[src/rtl/cpu_pkg.sv]
// cpu_pkg
// Shared definitions for the multi-cycle MIPS-subset CPU: opcode and funct
// codes, the 3-bit controller state encoding and the ALU operation select.
// No ports; imported by cpu_alu and multicycle_cpu.

package cpu_pkg;

  // Primary opcodes (ir[31:26])
  localparam logic [5:0] OP_RTYPE = 6'h00;
  localparam logic [5:0] OP_J     = 6'h02;
  localparam logic [5:0] OP_BEQ   = 6'h04;
  localparam logic [5:0] OP_BNE   = 6'h05;
  localparam logic [5:0] OP_ADDIU = 6'h09;
  localparam logic [5:0] OP_LW    = 6'h23;
  localparam logic [5:0] OP_SW    = 6'h2b;

  // R-type function codes (ir[5:0])
  localparam logic [5:0] FN_ADDU  = 6'h21;
  localparam logic [5:0] FN_SUBU  = 6'h23;
  localparam logic [5:0] FN_SLT   = 6'h2a;

  // Controller states; FETCH..WB form one instruction pass
  typedef enum logic [2:0] {
    ST_IDLE   = 3'd0,
    ST_FETCH  = 3'd1,
    ST_DECODE = 3'd2,
    ST_READ   = 3'd3,
    ST_EXEC   = 3'd4,
    ST_MEM    = 3'd5,
    ST_WB     = 3'd6,
    ST_HALT   = 3'd7
  } state_t;

  typedef enum logic [1:0] {
    ALU_ADD = 2'd0,
    ALU_SUB = 2'd1,
    ALU_SLT = 2'd2
  } alu_op_t;

endpackage

[src/rtl/cpu_alu.sv]
// cpu_alu
// Combinational ALU for the multi-cycle CPU. Add and subtract wrap modulo
// 2**DATA_W; SLT is a signed compare returning 0 or 1.
// Ports:
//   a, b  in  DATA_W  operands
//   op    in  alu_op_t operation select
//   y     out DATA_W  result

module cpu_alu
  import cpu_pkg::*;
#(
  parameter int DATA_W = 8
) (
  input  logic [DATA_W-1:0] a,
  input  logic [DATA_W-1:0] b,
  input  alu_op_t           op,
  output logic [DATA_W-1:0] y
);

  always_comb begin
    y = '0;
    case (op)
      ALU_ADD: y = a + b;
      ALU_SUB: y = a - b;
      ALU_SLT: y = ($signed(a) < $signed(b)) ? DATA_W'(1) : '0;
      default: y = '0;
    endcase
  end

endmodule

[src/rtl/multicycle_cpu.sv]
// multicycle_cpu
// Multi-cycle MIPS-subset CPU executing one instruction per six-state pass
// (FETCH, DECODE, READ, EXEC, MEM, WB). Instruction and data memories are
// loaded by a host while the core is idle or halted; start/done handshake.
// Ports:
//   clk, rst_n                      clock, synchronous active-low reset
//   start                           begin execution at pc=0 (IDLE/HALT only)
//   prog_len                        halt once pc >= prog_len
//   imem_we/imem_addr/imem_wdata    host instruction memory write
//   dmem_we/dmem_addr/dmem_wdata    host data memory write
//   dbg_sel / dbg_val               combinational register read port
//   busy, done, err                 status (running, normal halt, trap halt)
//   pc_out                          current program counter
//   led                             copy of register OUT_REG, updated each WB

module multicycle_cpu
  import cpu_pkg::*;
#(
  parameter int DATA_W  = 8,
  parameter int IMEM_AW = 4,
  parameter int DMEM_AW = 4,
  parameter int OUT_REG = 4
) (
  input  logic               clk,
  input  logic               rst_n,
  input  logic               start,
  input  logic [IMEM_AW:0]   prog_len,
  input  logic               imem_we,
  input  logic [IMEM_AW-1:0] imem_addr,
  input  logic [31:0]        imem_wdata,
  input  logic               dmem_we,
  input  logic [DMEM_AW-1:0] dmem_addr,
  input  logic [DATA_W-1:0]  dmem_wdata,
  input  logic [4:0]         dbg_sel,
  output logic [DATA_W-1:0]  dbg_val,
  output logic               busy,
  output logic               done,
  output logic               err,
  output logic [IMEM_AW-1:0] pc_out,
  output logic [DATA_W-1:0]  led
);

  state_t state, state_next;

  logic [31:0]        imem [2**IMEM_AW];
  logic [DATA_W-1:0]  dmem [2**DMEM_AW];
  logic [DATA_W-1:0]  regs [32];

  logic [IMEM_AW-1:0] pc;
  logic [31:0]        ir;
  logic [DATA_W-1:0]  a_q, b_q, alu_q, load_q;
  logic [DMEM_AW-1:0] addr_q;
  logic               taken_q;

  // Decoded instruction fields and controls
  logic [5:0]  opcode, funct;
  logic [4:0]  rs, rt, rd, wb_dst;
  logic        valid, wb_en, wb_rd, use_imm, is_lw, is_sw, is_br, br_ne, is_j;
  alu_op_t     alu_op;

  logic [DATA_W-1:0]  alu_b, alu_y, wb_data, led_next;
  logic [DMEM_AW-1:0] eff_addr;
  logic [IMEM_AW-1:0] pc_seq, br_target, pc_wb;
  logic               finish, host_ok, wb_write;
  logic               unused_bits;

  assign opcode = ir[31:26];
  assign rs     = ir[25:21];
  assign rt     = ir[20:16];
  assign rd     = ir[15:11];
  assign funct  = ir[5:0];
  assign unused_bits = ^ir[10:6];

  // Decode is purely a function of ir, which is stable from FETCH to WB
  always_comb begin
    valid   = 1'b0;
    wb_en   = 1'b0;
    wb_rd   = 1'b0;
    use_imm = 1'b0;
    is_lw   = 1'b0;
    is_sw   = 1'b0;
    is_br   = 1'b0;
    br_ne   = 1'b0;
    is_j    = 1'b0;
    alu_op  = ALU_ADD;
    case (opcode)
      OP_RTYPE: begin
        case (funct)
          FN_ADDU: begin valid = 1'b1; wb_en = 1'b1; wb_rd = 1'b1; alu_op = ALU_ADD; end
          FN_SUBU: begin valid = 1'b1; wb_en = 1'b1; wb_rd = 1'b1; alu_op = ALU_SUB; end
          FN_SLT:  begin valid = 1'b1; wb_en = 1'b1; wb_rd = 1'b1; alu_op = ALU_SLT; end
          default: ;
        endcase
      end
      OP_ADDIU: begin valid = 1'b1; wb_en = 1'b1; use_imm = 1'b1; end
      OP_LW:    begin valid = 1'b1; wb_en = 1'b1; is_lw = 1'b1; end
      OP_SW:    begin valid = 1'b1; is_sw = 1'b1; end
      OP_BEQ:   begin valid = 1'b1; is_br = 1'b1; end
      OP_BNE:   begin valid = 1'b1; is_br = 1'b1; br_ne = 1'b1; end
      OP_J:     begin valid = 1'b1; is_j = 1'b1; end
      default: ;
    endcase
  end

  assign alu_b = use_imm ? ir[DATA_W-1:0] : b_q;

  cpu_alu #(.DATA_W(DATA_W)) u_alu (
    .a  (a_q),
    .b  (alu_b),
    .op (alu_op),
    .y  (alu_y)
  );

  // Only the low address bits of rs+imm matter, so the address is formed at
  // memory width; the sign-extended offset reduces to its low bits mod depth.
  assign eff_addr  = DMEM_AW'(a_q) + ir[DMEM_AW-1:0];
  assign pc_seq    = pc + IMEM_AW'(1);
  assign br_target = pc_seq + ir[IMEM_AW-1:0];
  assign pc_wb     = is_j ? ir[IMEM_AW-1:0] : ((is_br && taken_q) ? br_target : pc_seq);
  assign finish    = {1'b0, pc_wb} >= prog_len;

  assign wb_dst   = wb_rd ? rd : rt;
  assign wb_data  = is_lw ? load_q : alu_q;
  assign wb_write = valid && wb_en && (wb_dst != 5'd0);
  assign led_next = (wb_write && (wb_dst == 5'(OUT_REG))) ? wb_data : regs[OUT_REG];

  assign host_ok = (state == ST_IDLE) || (state == ST_HALT);
  assign busy    = !host_ok;
  assign pc_out  = pc;
  assign dbg_val = regs[dbg_sel];

  // State register
  always_ff @(posedge clk) begin
    if (!rst_n) state <= ST_IDLE;
    else        state <= state_next;
  end

  // Next-state logic; an invalid instruction or reaching prog_len halts in WB
  always_comb begin
    state_next = state;
    case (state)
      ST_IDLE, ST_HALT: begin
        if (start) state_next = (prog_len == '0) ? ST_HALT : ST_FETCH;
      end
      ST_FETCH:  state_next = ST_DECODE;
      ST_DECODE: state_next = ST_READ;
      ST_READ:   state_next = ST_EXEC;
      ST_EXEC:   state_next = ST_MEM;
      ST_MEM:    state_next = ST_WB;
      ST_WB:     state_next = (!valid || finish) ? ST_HALT : ST_FETCH;
      default:   state_next = ST_IDLE;
    endcase
  end

  // Datapath registers, register file and status flags
  always_ff @(posedge clk) begin
    if (!rst_n) begin
      pc      <= '0;
      ir      <= '0;
      a_q     <= '0;
      b_q     <= '0;
      alu_q   <= '0;
      load_q  <= '0;
      addr_q  <= '0;
      taken_q <= 1'b0;
      done    <= 1'b0;
      err     <= 1'b0;
      led     <= '0;
      for (int i = 0; i < 32; i++) regs[i] <= '0;
    end else begin
      case (state)
        ST_IDLE, ST_HALT: begin
          if (start) begin
            pc   <= '0;
            done <= (prog_len == '0);
            err  <= 1'b0;
          end
        end
        ST_FETCH: ir <= imem[pc];
        ST_READ: begin
          a_q <= regs[rs];
          b_q <= regs[rt];
        end
        ST_EXEC: begin
          alu_q   <= alu_y;
          addr_q  <= eff_addr;
          taken_q <= (a_q == b_q) != br_ne;
        end
        ST_MEM: begin
          if (is_lw) load_q <= dmem[addr_q];
        end
        ST_WB: begin
          led <= led_next;
          if (!valid) begin
            err <= 1'b1;
          end else begin
            pc <= pc_wb;
            if (finish) done <= 1'b1;
            if (wb_write) regs[wb_dst] <= wb_data;
          end
        end
        default: ;
      endcase
    end
  end

  // Memories are never cleared by reset; a store is suppressed during reset
  always_ff @(posedge clk) begin
    if (host_ok && imem_we) imem[imem_addr] <= imem_wdata;
    if (host_ok && dmem_we) dmem[dmem_addr] <= dmem_wdata;
    else if (rst_n && (state == ST_MEM) && is_sw) dmem[addr_q] <= b_q;
  end

endmodule
[config.mk]
export PLATFORM = sky130hd
export DESIGN_NAME = multicycle_cpu
export DESIGN_NICKNAME = d
export VERILOG_FILES = /design/src/rtl/cpu_pkg.sv /design/src/rtl/cpu_alu.sv /design/src/rtl/multicycle_cpu.sv
export SDC_FILE = /design/constraint.sdc
export NUM_CORES = 1
export LEC_CHECK = 0
export BUFFER_PORTS_ARGS = -buffer_cell sky130_fd_sc_hd__buf_2
export CAP_MARGIN = 40
export CORE_AREA = 2 2 295 297
export CTS_BUF_LIST = sky130_fd_sc_hd__clkbuf_4
export DETAILED_ROUTE_END_ITERATION = 16
export DIE_AREA = 0 0 297 299
export PLACE_DENSITY = 0.66
export SLEW_MARGIN = 20
export SYNTH_ARGS = -nofsm -noshare
export SYNTH_HDL_FRONTEND = slang
export SYNTH_HIERARCHICAL = 1
export SYNTH_SLANG_ARGS = --single-unit
[constraint.sdc]
create_clock -name clk -period 4.86 [get_ports clk]
set_clock_uncertainty 0.05 [all_clocks]
set_input_delay 1.215 -clock clk [delete_from_list [all_inputs] [get_ports clk]]
set_output_delay 1.215 -clock clk [all_outputs]
set_load 0.1 [all_outputs]
# Word level (Yosys, flattened, before mapping)
# Memories as Yosys holds them, arrays and structs flattened. A register that Yosys moved wholly into a read port is not among the register bits.
# Cells that the tools add are included.
# totals
input_bits	63
out_inout_bits	23
word_cells	126
mem_count	3
regBits	22
mem_bits_rw	896
# mem_list
name	depth	width	rd	rd_ports_with_merged_regs	write_ports	line_no	source
imem	16	32	1	1	1	multicycle_cpu.sv:45	logic [31:0] imem [2**IMEM_AW];
regs	32	8	4	3	32	multicycle_cpu.sv:47	logic [DATA_W-1:0] regs [32];
dmem	16	8	1	1	1	multicycle_cpu.sv:46	logic [DATA_W-1:0] dmem [2**DMEM_AW];
# classes
n_eq_ne	24
n_mux	52
add_sub_neg	5
order_cmp	2
reduce_logical	33
# ops
operator	count
8-bit two-way mux	4
6-bit equality test, second input constant	5
1-bit two-way mux	29
8-bit one-hot mux with 3 select lines	1
3-bit one-hot mux with 7 select lines	1
4-bit two-way mux	5
8-bit OR reduction	2
3-bit equality test, second input constant	4
6-bit by 3-bit equality test with 1-bit output, second input constant	2
5-bit two-way mux	2
3-bit two-way mux	3
4-bit adder	2
8-bit adder	1
8-bit equality test	1
8-bit < comparator	1
2-bit inequality test, second input constant	4
1-bit one-hot mux with 2 select lines	4
4-bit one-hot mux with 2 select lines	1
8-bit subtractor	1
1-bit logical AND	7
1-bit logical NOT	7
3-bit by 2-bit equality test with 1-bit output, second input constant	2
6-bit by 2-bit equality test with 1-bit output, second input constant	1
6-bit by 4-bit equality test with 1-bit output, second input constant	1
other kinds (21)	25

# Depth between registers and ports, before layout
# depth
word_depth	14
ltp_mapped	15
ltp_nobuf	14

# Modules after synthesis
# The synthesis kept the hierarchy.
# modules_own_cells
module	area_each_um2	instances	cells_per_inst	seq_area_each_um2
multicycle_cpu	41875.2	1	2391	27126.0
cpu_alu	747.0	1	100	0.0

# Least setup slack after synthesis
# OpenSTA, ideal clock, no wires.
# synth_path
path_kind	input-to-output
start	input dbg_sel[0]
end	output dbg_val[0]
t_arrival_ps	3635
required_time_ps	3595
n_path_buf	2
cell_stages	5
slack_ps	-40
path_cell_list	clkbuf_1 -> buf_1 -> mux4_2 -> mux4_2 -> mux2_2
# synth_between
elab_chain_cells	1
# synth_lines
element	line_no	source
start, declared	multicycle_cpu.sv:34	input logic [4:0] dbg_sel,
memory 32 x 8 bit	--	
end, declared	multicycle_cpu.sv:35	output logic [DATA_W-1:0] dbg_val,
# No other way between the ends.

# Worst setup path after layout
# layout_path
start	input dbg_sel[0]
end	output dbg_val[6]
# Same word-level chain as after synthesis.

==> results.toml <==
[layout]
multi_input_area_um2 = 14900
syn2layout_area_growth_pct = 12.4
final_nets = 2814
seqCellArea_um2 = 27100
n_fill_cell = 6742
postLayoutCellArea_um2 = 47900
layout-drive-gt1-share = 0.359
layoutNonFillerInstCount = 4070

[placement]
placed_cells = 3634
io_buffer_count = 82
dp_hpwl_um = 70300
dpl-instance-area_um2 = 44800
post-place-ws_ns = 0.261
gp_congestion = 0.916

[clocking]
cts_num_sinks = 931
post_cts_buffers = 0
cts_tree = "done"
ctsRootBufferMaster = "clkbuf_4"
path_clk_slew_ns = 0.08
cts_made_buffers = 232
h-tree-depth = 4
cts-resized-gates = 0
clk_latency_ns = 1.14
clk_path_buf_depth = 3
holdBufCountCts = 0

[timing]
finalSetupViolCount = 0
tightest_slew_ns = 0.856
period_share = 0.951
post-route-min-period_ns = 4.62
fin_setup_tns_ns = 0
max_freq_mhz = 216
finalHoldViolCount = 0
final_max_slew_viol_count = 0
fin_ws_ns = 0.236
max_slew_margin = 0.427
grt_setup_unrepaired = "false"

[setup_path]
path_class = "in2out"
worst_setup_path_end_kind = "output pin"
crit_start = "dbg_sel[0]"
critPathArrivalTime_ns = 3.36
crit_path_end = "dbg_val[6]"
startpoint_type = "primary input"
worst-endpoint-required_ns = 3.60
r2r_end = "regs[23][7]"
r2r_start = "ir[2]"
critical_path.max_fanout = 22
rrSetupSlack_ns = 0.80
worst_r2r_path_depth = 7

[synth]
syn_area_um2 = 42600
synth_xor_area_frac = 0.00411
synth-async-reset-ratio = 0
synth_top_family_by_area = "multiplexers"
synth_flop_cell = "edfxtp_1"
muxShareOfSynthArea = 0.245
synth_fa_ha_area_frac = 0.00951
synth-simple-area-share = 0.0616
synth_seq_cells = 931
synth_edf_count = 848
syn_inst = 2491
ys_seq_area_frac = 0.636
synth-compound-area-share = 0.0249
ys_warn_count = 6
synth.avg_cell_area_um2 = 17.1
synth_cell_type_count = 69

[power_and_ir_drop]
vdd_ir_drop_max_v = 0.000265
p_total_w = 0.0191
power_frac_seq = 0.493
combinationalPowerShare = 0.165
switchingPower_w = 0.00546
clkPwrFrac = 0.342
power_leakage_nw = 15.2
p_sw_frac = 0.286
pwr_density_cell_nw_per_um2 = 399
p_int_w = 0.0136

[global_route]
grt_pass1_vias = 25100
antenna_found_initial = 9
grt_start_max_net_pins = 67
grt_overflow = 0
grtUsageTotal = 0.247
grt_pass1_wl_um = 162000

[detailed_routing]
drtIter0Drc = 2860
wl_per_cell_um = 26.6
drt-total-wl_um = 108000
viasPerCell = 6.10
num_vias = 24800
drtAntennaViolNets = 0
dr.pass1.iters = 6
drc = 0

[hold_path]
holdCritPathClass = "in2reg"
hp-start = "rst_n"

[floorplanning]
num_rows = 108
die_area_um2 = 88800
die_h_um = 299
coreArea_um2 = 85900
num_io_pins = 86
initial_core_util = 0.496
die_x_um = 297

[run_status]
status = "complete, no violations"

[run]
maxCapViolCount = 0
-- routing by layer --
layer,track usage,vias up,part of all wire
li1,-,10600,-
met1,0.325,12800,0.38
met2,0.404,1247,0.50
met3,0.0582,192,0.089
met4,0.0926,8,0.030
met5,0,-,0.00052
-- worst min-delay path by stage --
| stage | endpoint | cells past startpoint | slack (ns) |
|---|---|---|---|
| global route | imem[11][28] | 1 | 0.29 |
| CTS | state[2] | 2 | 0.25 |
| finish | state[2] | 2 | 0.37 |
| floorplan | ir[6] | 2 | 0.38 |
| global placement | err | 2 | 0.40 |
| detailed placement | err | 2 | 0.41 |
-- power by group through the flow --
| stage | combinational, W | sequential [W] | clock (W) |
|---|---|---|---|
| after detailed placement | 0.00313 | 0.00958 | 0 |
| after floorplan | 0.00225 | 0.00937 | 0 |
| after CTS | 0.00314 | 0.00941 | 0.00668 |
| after global placement | 0.00300 | 0.00960 | 0 |
| final | 0.00316 | 0.00941 | 0.00653 |
| after global routing | 0.00334 | 0.00945 | 0.00710 |
-- synthesized netlist by cell type (all sizes together), types with 6 or more instances --
library cell  number  area share
or2                9      0.0013
mux2              29      0.0077
nor3              14      0.0018
nor2             330       0.029
o21ai             36      0.0042
mux4             409        0.22
nor2b             14      0.0021
edfxtp           848        0.60
inv               29      0.0026
xor2              11      0.0023
nand3b             8      0.0014
dfxtp             83       0.039
nand2            162       0.014
a31oi              7      0.0010
nand2b            17      0.0027
a211oi             6      0.0011
xnor2              9      0.0018
buf               41      0.0043
a22o               9      0.0018
ha                26      0.0076
nand3             19      0.0034
clkbuf           135       0.012
a21oi             86       0.010
mux2i             88       0.021
-- worst max-delay path: stages --
cell    delay [ns]
buf_4         0.15
buf_12        0.22
mux4_2        0.59
mux4_2        0.56
mux2_2        0.30
buf_2         0.30
-- sequential cells by signal, indices dropped and copies added (netlist names) --
register and count:
imem 464, ir 29, led 8, a_q 8
err 1, load_q 8, pc_out 4, b_q 8
alu_q 8, state 3, done 1, addr_q 4
dmem 128, regs 256, taken_q 1
-- per-stage QoR --
stage,hold WS [ns],utilization
CTS,0.250,0.556
global route,0.295,0.557
detailed placement,0.413,0.521
global placement,0.402,0.519
floorplan,0.384,-
finish,0.374,0.557
-- kinds of logic after synthesis --
logic type	after synthesis
flip-flops	931
adder cells (fa/ha/maj)	30
buffers and inverters	206
AO/OA/AOI/OAI	173
multiplexers	526
XOR/XNOR	20
other	1
AND/OR/NAND/NOR	604
-- placed cells by master, fill, tap and decap left out, types with 7 or more instances in the layout --
| cell type | instances |
|---|---|
| or2_2 | 9 |
| mux2i_1 | 80 |
| conb_1 | 8 |
| nor2_4 | 13 |
| mux4_2 | 409 |
| edfxtp_1 | 848 |
| buf_2 | 82 |
| a22o_1 | 9 |
| nand2_1 | 162 |
| nor2_1 | 314 |
| xnor2_1 | 9 |
| o21ai_0 | 31 |
| clkbuf_4 | 339 |
| nand3_1 | 9 |
| buf_12 | 9 |
| buf_4 | 66 |
| nor2b_1 | 14 |
| a21oi_1 | 86 |
| mux2_2 | 27 |
| dfxtp_2 | 7 |
| clkinv_2 | 13 |
| nand3_2 | 10 |
| inv_1 | 27 |
| nand3b_1 | 8 |
| a31oi_1 | 7 |
| xor2_1 | 11 |
| mux2i_4 | 8 |
| nand2b_1 | 16 |
| clkinv_1 | 57 |
| ha_1 | 26 |
| dfxtp_1 | 72 |
| nor3_1 | 8 |
-- area by class of cell --
class / count / share of cell area
timing repair buffer: 165 / 0.0256
sequential: 931 / 0.567
antenna: 6 / 0.000314
clock buffer: 338 / 0.0530
tap: 1155 / 0.0302
inverter: 30 / 0.00235
clock inverter: 84 / 0.00961
multi-input combinational: 1361 / 0.312
No activity file was read; power rests on OpenSTA's default activity.
